**src/rtl/gcd_requester_if.sv**
```systemverilog
// rtl/gcd_requester_if.sv - operand stream, result stream and GCD-unit start/done bus of gcd_requester
`timescale 1ns/1ps
interface gcd_requester_if #(parameter int DW = 16);
  logic          in_valid;
  logic          in_ready;
  logic [DW-1:0] in_a;
  logic [DW-1:0] in_b;
  logic          out_valid;
  logic          out_ready;
  logic [DW-1:0] out_gcd;
  logic [DW-1:0] out_a;
  logic [DW-1:0] out_b;
  logic          out_err;
  logic          gcd_start;
  logic [DW-1:0] gcd_a;
  logic [DW-1:0] gcd_b;
  logic          gcd_done;
  logic [DW-1:0] gcd_result;
  logic          busy;

  modport master (
    input  in_valid, in_a, in_b, out_ready, gcd_done, gcd_result,
    output in_ready, out_valid, out_gcd, out_a, out_b, out_err,
    output gcd_start, gcd_a, gcd_b, busy
  );

  modport slave (
    output in_valid, in_a, in_b, out_ready, gcd_done, gcd_result,
    input  in_ready, out_valid, out_gcd, out_a, out_b, out_err,
    input  gcd_start, gcd_a, gcd_b, busy
  );
endinterface

```
**src/rtl/gcd_requester.sv**
```systemverilog
// rtl/gcd_requester.sv - operand FIFO plus start/done sequencer for the GCD unit
// Optional WAIT_DONE abort timer enabled by GCD_REQ_TIMEOUT_EN.
`timescale 1ns/1ps
module gcd_requester #(
  parameter int DW      = 16,
  parameter int DEPTH   = 4,
  parameter int TIMEOUT = 70000
) (
  input  logic            clk,
  input  logic            rst_n,
  gcd_requester_if.master bus
);
  localparam int AW = $clog2(DEPTH);
  localparam int CW = AW + 1;

  if (DEPTH < 2 || (DEPTH & (DEPTH - 1)) != 0) begin : g_bad_depth
    $error("gcd_requester: DEPTH must be a power of two >= 2");
  end
  if (TIMEOUT < 1) begin : g_bad_timeout
    $error("gcd_requester: TIMEOUT must be >= 1");
  end

  typedef enum logic [1:0] {IDLE, ISSUE, WAIT_DONE, DRAIN} state_t;

  state_t        state;
  logic [DW-1:0] mem_a [DEPTH];
  logic [DW-1:0] mem_b [DEPTH];
  logic [AW-1:0] wr_ptr, rd_ptr;
  logic [CW-1:0] count;
  logic          push, pop, empty, full;

  logic          start_r, valid_r;
  logic [DW-1:0] ga_r, gb_r, sa_r, sb_r, og_r, oa_r, ob_r;

  assign empty = (count == '0);
  assign full  = (count == CW'(DEPTH));
  assign push  = bus.in_valid && !full;
  // Registered out_valid gates the pop, so a new issue waits for an empty result register.
  assign pop   = (state == IDLE) && !empty && !valid_r;

  assign bus.in_ready  = !full;
  assign bus.busy      = (state != IDLE) || !empty;
  assign bus.gcd_start = start_r;
  assign bus.gcd_a     = ga_r;
  assign bus.gcd_b     = gb_r;
  assign bus.out_valid = valid_r;
  assign bus.out_gcd   = og_r;
  assign bus.out_a     = oa_r;
  assign bus.out_b     = ob_r;

  always_ff @(posedge clk) begin
    if (push) begin
      mem_a[wr_ptr] <= bus.in_a;
      mem_b[wr_ptr] <= bus.in_b;
    end
  end

  always_ff @(posedge clk or negedge rst_n) begin
    if (!rst_n) begin
      wr_ptr <= '0;
      rd_ptr <= '0;
      count  <= '0;
    end else begin
      if (push) wr_ptr <= wr_ptr + AW'(1);
      if (pop)  rd_ptr <= rd_ptr + AW'(1);
      case ({push, pop})
        2'b10:   count <= count + CW'(1);
        2'b01:   count <= count - CW'(1);
        default: count <= count;
      endcase
    end
  end

`ifdef GCD_REQ_TIMEOUT_EN
  localparam int TW = $clog2(TIMEOUT + 1);
  localparam logic [TW-1:0] TIMER_LAST = TW'(TIMEOUT - 1);
  logic [TW-1:0] timer;
  logic          err_r;
  assign bus.out_err = err_r;
`else
  assign bus.out_err = 1'b0;
`endif

  always_ff @(posedge clk or negedge rst_n) begin
    if (!rst_n) begin
      state   <= IDLE;
      start_r <= 1'b0;
      ga_r    <= '0;
      gb_r    <= '0;
      sa_r    <= '0;
      sb_r    <= '0;
      valid_r <= 1'b0;
      og_r    <= '0;
      oa_r    <= '0;
      ob_r    <= '0;
`ifdef GCD_REQ_TIMEOUT_EN
      timer   <= '0;
      err_r   <= 1'b0;
`endif
    end else begin
      if (valid_r && bus.out_ready) valid_r <= 1'b0;
      case (state)
        IDLE: begin
          if (pop) begin
            ga_r    <= mem_a[rd_ptr];
            gb_r    <= mem_b[rd_ptr];
            sa_r    <= mem_a[rd_ptr];
            sb_r    <= mem_b[rd_ptr];
            start_r <= 1'b1;
            state   <= ISSUE;
          end
        end
        ISSUE: begin
          start_r <= 1'b0;
          state   <= WAIT_DONE;
`ifdef GCD_REQ_TIMEOUT_EN
          timer   <= '0;
`endif
        end
        WAIT_DONE: begin
          if (bus.gcd_done) begin
            og_r    <= bus.gcd_result;
            oa_r    <= sa_r;
            ob_r    <= sb_r;
            valid_r <= 1'b1;
            state   <= DRAIN;
`ifdef GCD_REQ_TIMEOUT_EN
            err_r   <= 1'b0;
          end else if (timer == TIMER_LAST) begin
            og_r    <= '0;
            oa_r    <= sa_r;
            ob_r    <= sb_r;
            err_r   <= 1'b1;
            valid_r <= 1'b1;
            state   <= IDLE;
          end else begin
            timer   <= timer + TW'(1);
`endif
          end
        end
        // Swallow the remaining cycles of a multi-cycle done.
        DRAIN: begin
          if (!bus.gcd_done) state <= IDLE;
        end
        default: state <= IDLE;
      endcase
    end
  end
endmodule

```
**src/flat_wrapper.sv**
```systemverilog
// flat-port wrapper written by rule: the top's interface ports become plain ports
module gcd_requester_flat 
#(
  parameter int DW      = 16,
  parameter int DEPTH   = 4,
  parameter int TIMEOUT = 70000
)
  (clk, rst_n, bus_in_valid, bus_in_a, bus_in_b, bus_out_ready, bus_gcd_done, bus_gcd_result, bus_in_ready, bus_out_valid, bus_out_gcd, bus_out_a, bus_out_b, bus_out_err, bus_gcd_start, bus_gcd_a, bus_gcd_b, bus_busy);
  gcd_requester_if #(.DW(DW)) bus_i ();
  input  logic clk;
  input  logic rst_n;
  input wire logic [$bits(bus_i.in_valid)-1:0] bus_in_valid;
  input wire logic [$bits(bus_i.in_a)-1:0] bus_in_a;
  input wire logic [$bits(bus_i.in_b)-1:0] bus_in_b;
  input wire logic [$bits(bus_i.out_ready)-1:0] bus_out_ready;
  input wire logic [$bits(bus_i.gcd_done)-1:0] bus_gcd_done;
  input wire logic [$bits(bus_i.gcd_result)-1:0] bus_gcd_result;
  output wire logic [$bits(bus_i.in_ready)-1:0] bus_in_ready;
  output wire logic [$bits(bus_i.out_valid)-1:0] bus_out_valid;
  output wire logic [$bits(bus_i.out_gcd)-1:0] bus_out_gcd;
  output wire logic [$bits(bus_i.out_a)-1:0] bus_out_a;
  output wire logic [$bits(bus_i.out_b)-1:0] bus_out_b;
  output wire logic [$bits(bus_i.out_err)-1:0] bus_out_err;
  output wire logic [$bits(bus_i.gcd_start)-1:0] bus_gcd_start;
  output wire logic [$bits(bus_i.gcd_a)-1:0] bus_gcd_a;
  output wire logic [$bits(bus_i.gcd_b)-1:0] bus_gcd_b;
  output wire logic [$bits(bus_i.busy)-1:0] bus_busy;
  assign bus_i.in_valid = bus_in_valid;
  assign bus_i.in_a = bus_in_a;
  assign bus_i.in_b = bus_in_b;
  assign bus_i.out_ready = bus_out_ready;
  assign bus_i.gcd_done = bus_gcd_done;
  assign bus_i.gcd_result = bus_gcd_result;
  assign bus_in_ready = bus_i.in_ready;
  assign bus_out_valid = bus_i.out_valid;
  assign bus_out_gcd = bus_i.out_gcd;
  assign bus_out_a = bus_i.out_a;
  assign bus_out_b = bus_i.out_b;
  assign bus_out_err = bus_i.out_err;
  assign bus_gcd_start = bus_i.gcd_start;
  assign bus_gcd_a = bus_i.gcd_a;
  assign bus_gcd_b = bus_i.gcd_b;
  assign bus_busy = bus_i.busy;
  gcd_requester #(.DW(DW), .DEPTH(DEPTH), .TIMEOUT(TIMEOUT)) u_core (.clk(clk), .rst_n(rst_n), .bus(bus_i));
endmodule
```
**config.mk**
```make
export PLATFORM = sky130hd
export DESIGN_NAME = gcd_requester_flat
export DESIGN_NICKNAME = d
export VERILOG_FILES = /design/src/rtl/gcd_requester_if.sv /design/src/rtl/gcd_requester.sv /design/src/flat_wrapper.sv
export SDC_FILE = /design/constraint.sdc
export NUM_CORES = 1
export LEC_CHECK = 0
export BUFFER_PORTS_ARGS = -buffer_cell sky130_fd_sc_hd__clkbuf_2
export CAP_MARGIN = 10
export CORE_MARGIN = 2
export CORE_UTILIZATION = 35
export CTS_BUF_LIST = sky130_fd_sc_hd__clkbuf_4 sky130_fd_sc_hd__clkbuf_8
export CTS_CLUSTER_DIAMETER = 50
export DETAILED_ROUTE_END_ITERATION = 7
export PLACE_DENSITY = 0.56
export SYNTH_ARGS = -nofsm -noshare
export SYNTH_HDL_FRONTEND = slang
export SYNTH_SLANG_ARGS = --single-unit
```
**constraint.sdc**
```tcl
create_clock -name clk -period 3.8 [get_ports clk]
set_clock_uncertainty 0.2 [all_clocks]
set_input_delay 0.95 -clock clk [delete_from_list [all_inputs] [get_ports clk]]
set_output_delay 0.95 -clock clk [all_outputs]
set_load 0.05 [all_outputs]
```
Word level (Yosys, flattened, before mapping). Memories as Yosys holds them, arrays and structs flattened. A register that Yosys moved wholly into a read port is not among the register bits. Index checks and enable logic that the tools add are counted. W data, S select, Z words.

Flip-flop bits (word level): 59. Memory bits (writable): 128. Input port bits: 53. Output and inout bits: 85. Logic and storage cells: 55. Memories kept: 2.

$add $sub $neg: 4. Equality and inequality tests: 9. Muxes and demuxes: 12. Reduce and logical (&&, ||, !) cells: 19.

Memories: u_core.mem_a (words 4, width 16, rd ports 1, clocked after Yosys merged registers in 1, wr ports 1, RTL line gcd_requester.sv:26) `logic [DW-1:0] mem_a [DEPTH];`; u_core.mem_b (words 4, width 16, rd ports 1, clocked after Yosys merged registers in 1, wr ports 1, RTL line gcd_requester.sv:27) `logic [DW-1:0] mem_b [DEPTH];`.

Operators with widths (number): $pmux W2 S4 (1); $eq A2 B2 Y1 const B (3); $mux W1 (6); $mux W2 (3); $pmux W3 S2 (1); $reduce_and A2 Y1 (3); $reduce_bool A2 Y1 (3); $logic_not A1 Y1 (5); $add A2 B1 Y2 const B (2); $eq A2 B1 Y1 const B (2); $logic_and A1 B1 Y1 (4); $ne A2 B2 Y1 const B (2); $add A3 B1 Y3 const B (1); $eq A3 B3 Y1 const B (1); $logic_not A3 Y1 (1); $reduce_and A3 Y1 (1); $sub A3 B1 Y3 const B (1); $logic_not A2 Y1 (1); $ne A2 B1 Y1 const B (1); $pmux W1 S2 (1); $logic_or A1 B1 Y1 (1).

Logic depth before layout (Yosys ltp).
Word-level depth: 6. Gate-level depth with buffers: 10. Depth with buffers taken out: 9.

Least setup slack after synthesis. Ideal clock, no wire load.

Path type: register to register. From: reg u_core.state[0]. To: reg u_core.count[2]. Library setup time: 0.079 ns. Data arrival time: 2.282 ns. Required time: 3.521 ns. Path slack: 1.239 ns. Cell stages (with the launch flop): 11. Buffers on the path: 1. Clock period less this slack: 2.561 ns. Cells stage by stage: dfrtp_1 -> inv_1 -> ha_1 -> nor3b_4 -> buf_6 -> ha_1 -> inv_1 -> fa_1 -> xor2_1 -> nor2_1 -> xor2_1.

Word-level cells in the longest chain between the ends: 5. Elaborated cells between the ends (all ways): 7. Those cells by class: eq/ne: 2; mux: 1; reduce/logical: 4.

Ends and longest elaborated chain: start: declaration (RTL line gcd_requester.sv:25) `state_t state;`; start signal: assignment (RTL line gcd_requester.sv:86) `state <= IDLE;`; start signal: assignment (RTL line gcd_requester.sv:110) `state <= ISSUE;`; start signal: assignment (RTL line gcd_requester.sv:115) `state <= WAIT_DONE;`; $logic_not A2 Y1 (*) (RTL line gcd_requester.sv:39) `assign pop = (state == IDLE) && !empty && !valid_r;`; $logic_and A1 B1 Y1 (*) (2 in a row) (RTL line gcd_requester.sv:39); named net u_core.pop (RTL line gcd_requester.sv:30) `logic push, pop, empty, full;`; $eq A2 B1 Y1 / $eq A2 B2 Y1 (equally long branches) (RTL line gcd_requester.sv:66) `case ({push, pop})`; $pmux W3 S2 / $reduce_bool A2 Y1 (equally long branches); end signal: assignment (RTL line gcd_requester.sv:67) `2'b10: count <= count + CW'(1);`; end signal: assignment (RTL line gcd_requester.sv:68) `2'b01: count <= count - CW'(1);`; end signal: assignment (RTL line gcd_requester.sv:69) `default: count <= count;`; end: declaration (RTL line gcd_requester.sv:29) `logic [CW-1:0] count;`.

The timed path passes the listed nets; every way through them passes the cells marked *. A chain may end at the register's enable or synchronous reset.

Final worst setup path.
From: reg u_core.state[0]. To: out bus_busy.

Word-level cells in the longest chain between the ends: 2.

Ends and longest elaborated chain: $reduce_bool A2 Y1 (RTL line gcd_requester.sv:42) `assign bus.busy = (state != IDLE) || !empty;`; $logic_or A1 B1 Y1 (RTL line gcd_requester.sv:42); end: declaration (RTL line flat_wrapper.sv:27) `output wire logic [$bits(bus_i.busy)-1:0] bus_busy;`.

No other way between the ends.

==> reports/qor.csv <==
stage,metric,value,unit
worst_setup_path,Critical Path Max Stage Delay,0.42,ns
floorplan,Rows,56,
global_route,antenna violations before repair,1,
logic_synthesis,cell area after synthesis,0.00830,sq mm
timing,Period minus WS final,2.80,ns
floorplan,Initial Util,35.4,%
worst_setup_path,worst path required time,2.65,ns
worst_setup_path,CP max-delay cell,dfrtp_1,
floorplan,# IOs,138,
global_route,gr usage total,13.1,%
logic_synthesis,warnings from Yosys,0,
clock_network,clock slew at reported path FFs,0.06,ns
flow_run,max-cap viol count,0,
placed_design,gpl congestion,0.690,
timing,"Hold Vio Cnt, Final",0,
worst_setup_path,Crit. End Element,primary output,
worst_setup_path,Worst R2R End,u_core.count[2],
timing,Final setup viols,0,
routing,post-route ant nets,0,
logic_synthesis,Mapped Cells,400,
final_layout,"Core Util, Final",42.8,%
worst_setup_path,worst r2r src,u_core.state[0],
placed_design,dpl cells,844,
routing,routed wire length,15900,um
placed_design,IO Port Bufs,136,
final_layout,Multi-input gate area,0.00202,sq mm
final_layout,n_diodes,0,
final_layout,FILL cells,2178,
worst_setup_path,Crit Path Category,flip-flop to primary output,
clock_network,cts hold-fix bufs,0,
final_layout,Finished Layout Cells,907,
logic_synthesis,post-synth net total,464,
worst_setup_path,Startpoint Class,flip-flop,
logic_synthesis,syn_area_per_cell,20.7,sq um
status,status,"complete, no violations",
final_layout,share of layout cells above drive strength 1,54.8,%
clock_network,post_cts resized,0,
final_layout,nets,627,
floorplan,Die X,158,um
floorplan,Die Y-Extent,158,um
floorplan,Core Area,0.0234,sq mm
worst_setup_path,worst r2r path cells,9,
routing,DRC,0,
timing,worst rel slew slack,38.4,%
final_layout,sequential cell area,0.00612,sq mm
final_layout,Syn-to-layout area delta,20.7,%
timing,fin. max-slew vios,0,
routing,DRT iter0 DRCs,148,
min_path,worst hold path type,input pin to asynchronous set/reset pin,
placed_design,Post-Place Worst Slack,1.20,ns
clock_network,later-pin clock latency in the skew report,0.50,ns
logic_synthesis,sequential area share after synthesis,73.8,%
logic_synthesis,Yosys cell types,30,
timing,RSZ-0062 raised after global routing,no,
logic_synthesis,Yosys reg bits,219,
routing,Vias,4180,
global_route,number of global-route vias before repair,4564,
clock_network,htree depth,2,
routing,DR WL/cell,17.5,um
final_layout,"leading cell type in the layout, fill and taps excluded",clkbuf_2,
placed_design,dpl hpwl,9990,um
clock_network,clk sink count,219,
clock_network,postcts setup bufs,0,
timing,final worst path period share,73.7,%
global_route,largest net degree at the start of global routing,51,
global_route,first-pass GRT wire length,24400,um
routing,Vias/cell,4.61,
clock_network,clk root buf,clkbuf_8,
final_layout,"commonest cells after routing, fill and taps aside","clkbuf_2 (135), edfxtp_1 (128), dfrtp_1 (89)",
clock_network,Clock Path Buffers,3,
timing,Max Clk Rate,357,MHz
worst_setup_path,critical path cell sequence,inv_1 > ha_1 > nand2_1 > clkbuf_2,
timing,setup TNS,0,ns
worst_setup_path,"Arr. time, crit path",1.65,ns
timing,setup slack after layout,0.999,ns
routing,DRT Pass-1 Iters,4,
floorplan,die area,0.0249,sq mm
global_route,GR Overflow Total,0,
worst_setup_path,"Max FO, Critical Path",7,
timing,Slew @ Worst Pin,0.925,ns
clock_network,CTS Buf Count,36,
clock_network,CTS tree,done,
worst_setup_path,worst reg2reg setup slack,1.33,ns
[state kept, by name, indices dropped and copies added, names as in the netlist]
signal and count:
u_core.sb_r 16, u_core.mem_a 64, u_core.bus.out_b 16, u_core.bus.out_gcd 16, u_core.mem_b 64, u_core.bus.out_valid 1
u_core.state 2, u_core.bus.gcd_start 1, u_core.wr_ptr 2, u_core.bus.gcd_a 16, u_core.rd_ptr 2, u_core.bus.out_a 16
u_core.count 3
[worst max path at each step]
stage	from	to	slack (ns)	cells past startpoint
global placement	bus_in_valid	u_core.count[2]	1.25	9
floorplan	u_core.state[0]	u_core.count[2]	1.24	10
detailed placement	bus_in_valid	u_core.count[2]	1.20	9
global route	u_core.state[0]	bus_busy	0.88	4
CTS	u_core.state[0]	bus_busy	0.96	4
finish	u_core.state[0]	bus_busy	1.0	4
[synth_stat cells]
cell | number | share of area (%)
edfxtp_1 | 128 | 46
dfrtp_1 | 91 | 27
mux2_2 | 80 | 11
mux4_2 | 32 | 8.7
ha_1 | 10 | 1.5
inv_1 | 10 | 0.45
buf_6 | 7 | 0.95
clkbuf_1 | 5 | 0.23
and3_1 | 4 | 0.30
xor2_1 | 4 | 0.42
buf_2 | 3 | 0.18
nand2_1 | 3 | 0.14
o21ai_0 | 3 | 0.18
a2bb2oi_1 | 2 | 0.21
nor2_1 | 2 | 0.091
xnor2_1 | 2 | 0.21
a21oi_1 | 1 | 0.060
a221oi_1 | 1 | 0.11
a22o_1 | 1 | 0.11
and2_4 | 1 | 0.11
buf_1 | 1 | 0.045
buf_4 | 1 | 0.091
conb_1 | 1 | 0.045
fa_1 | 1 | 0.24
mux2_1 | 1 | 0.14
mux2_4 | 1 | 0.18
nor3_4 | 1 | 0.20
nor3b_4 | 1 | 0.23
nor4bb_1 | 1 | 0.12
or3b_4 | 1 | 0.14
[per-stage QoR]
step / instance area [sq um] / hold slack [ns]
finish: 10000 / 0.299
global placement: 9320 / 0.288
global route: 10000 / 0.313
floorplan: 8300 / 0.308
detailed placement: 9320 / 0.293
CTS: 10000 / 0.306
[critical path: cells and delay by family, from the launching register on]
family	cells	cell delay, ns
buf+inv	2	0.36
flops	1	0.42
fa+ha+maj	1	0.29
simple gates	1	0.08
[per-layer routing]
metal,up-vias,part of all wire (%),global-route usage (%)
met5,-,0.082,0
met4,2,2.4,4.89
met3,26,5.6,3.81
met2,111,53,23.9
met1,2171,39,14.5
li1,1870,-,-
[area by class of cell]
type / count / share of cell area, %
well taps: 319 / 3.99
clock buffers: 47 / 5.96
inverters: 10 / 0.375
flip-flops and latches: 219 / 61.1
repair buffers: 142 / 7.40
clock inverters: 16 / 0.962
multi-input cells: 154 / 20.2
[cells by family after synthesis]
| kind of cell | count (synthesis) | synth area share [%] |
|---|---|---|
| adders and majority gates | 11 | 1.75 |
| other | 1 | 0.0452 |
| buffers and inverters | 27 | 1.95 |
| muxes | 114 | 19.9 |
| and+or+nand+nor | 14 | 1.31 |
| xor gates and xnor gates | 6 | 0.633 |
| AOI/OAI and AO/OA | 8 | 0.664 |
| DFF | 219 | 73.8 |
Power is not shown: default switching activity piles up to over one toggle a cycle in this logic, so the estimate is an artifact.
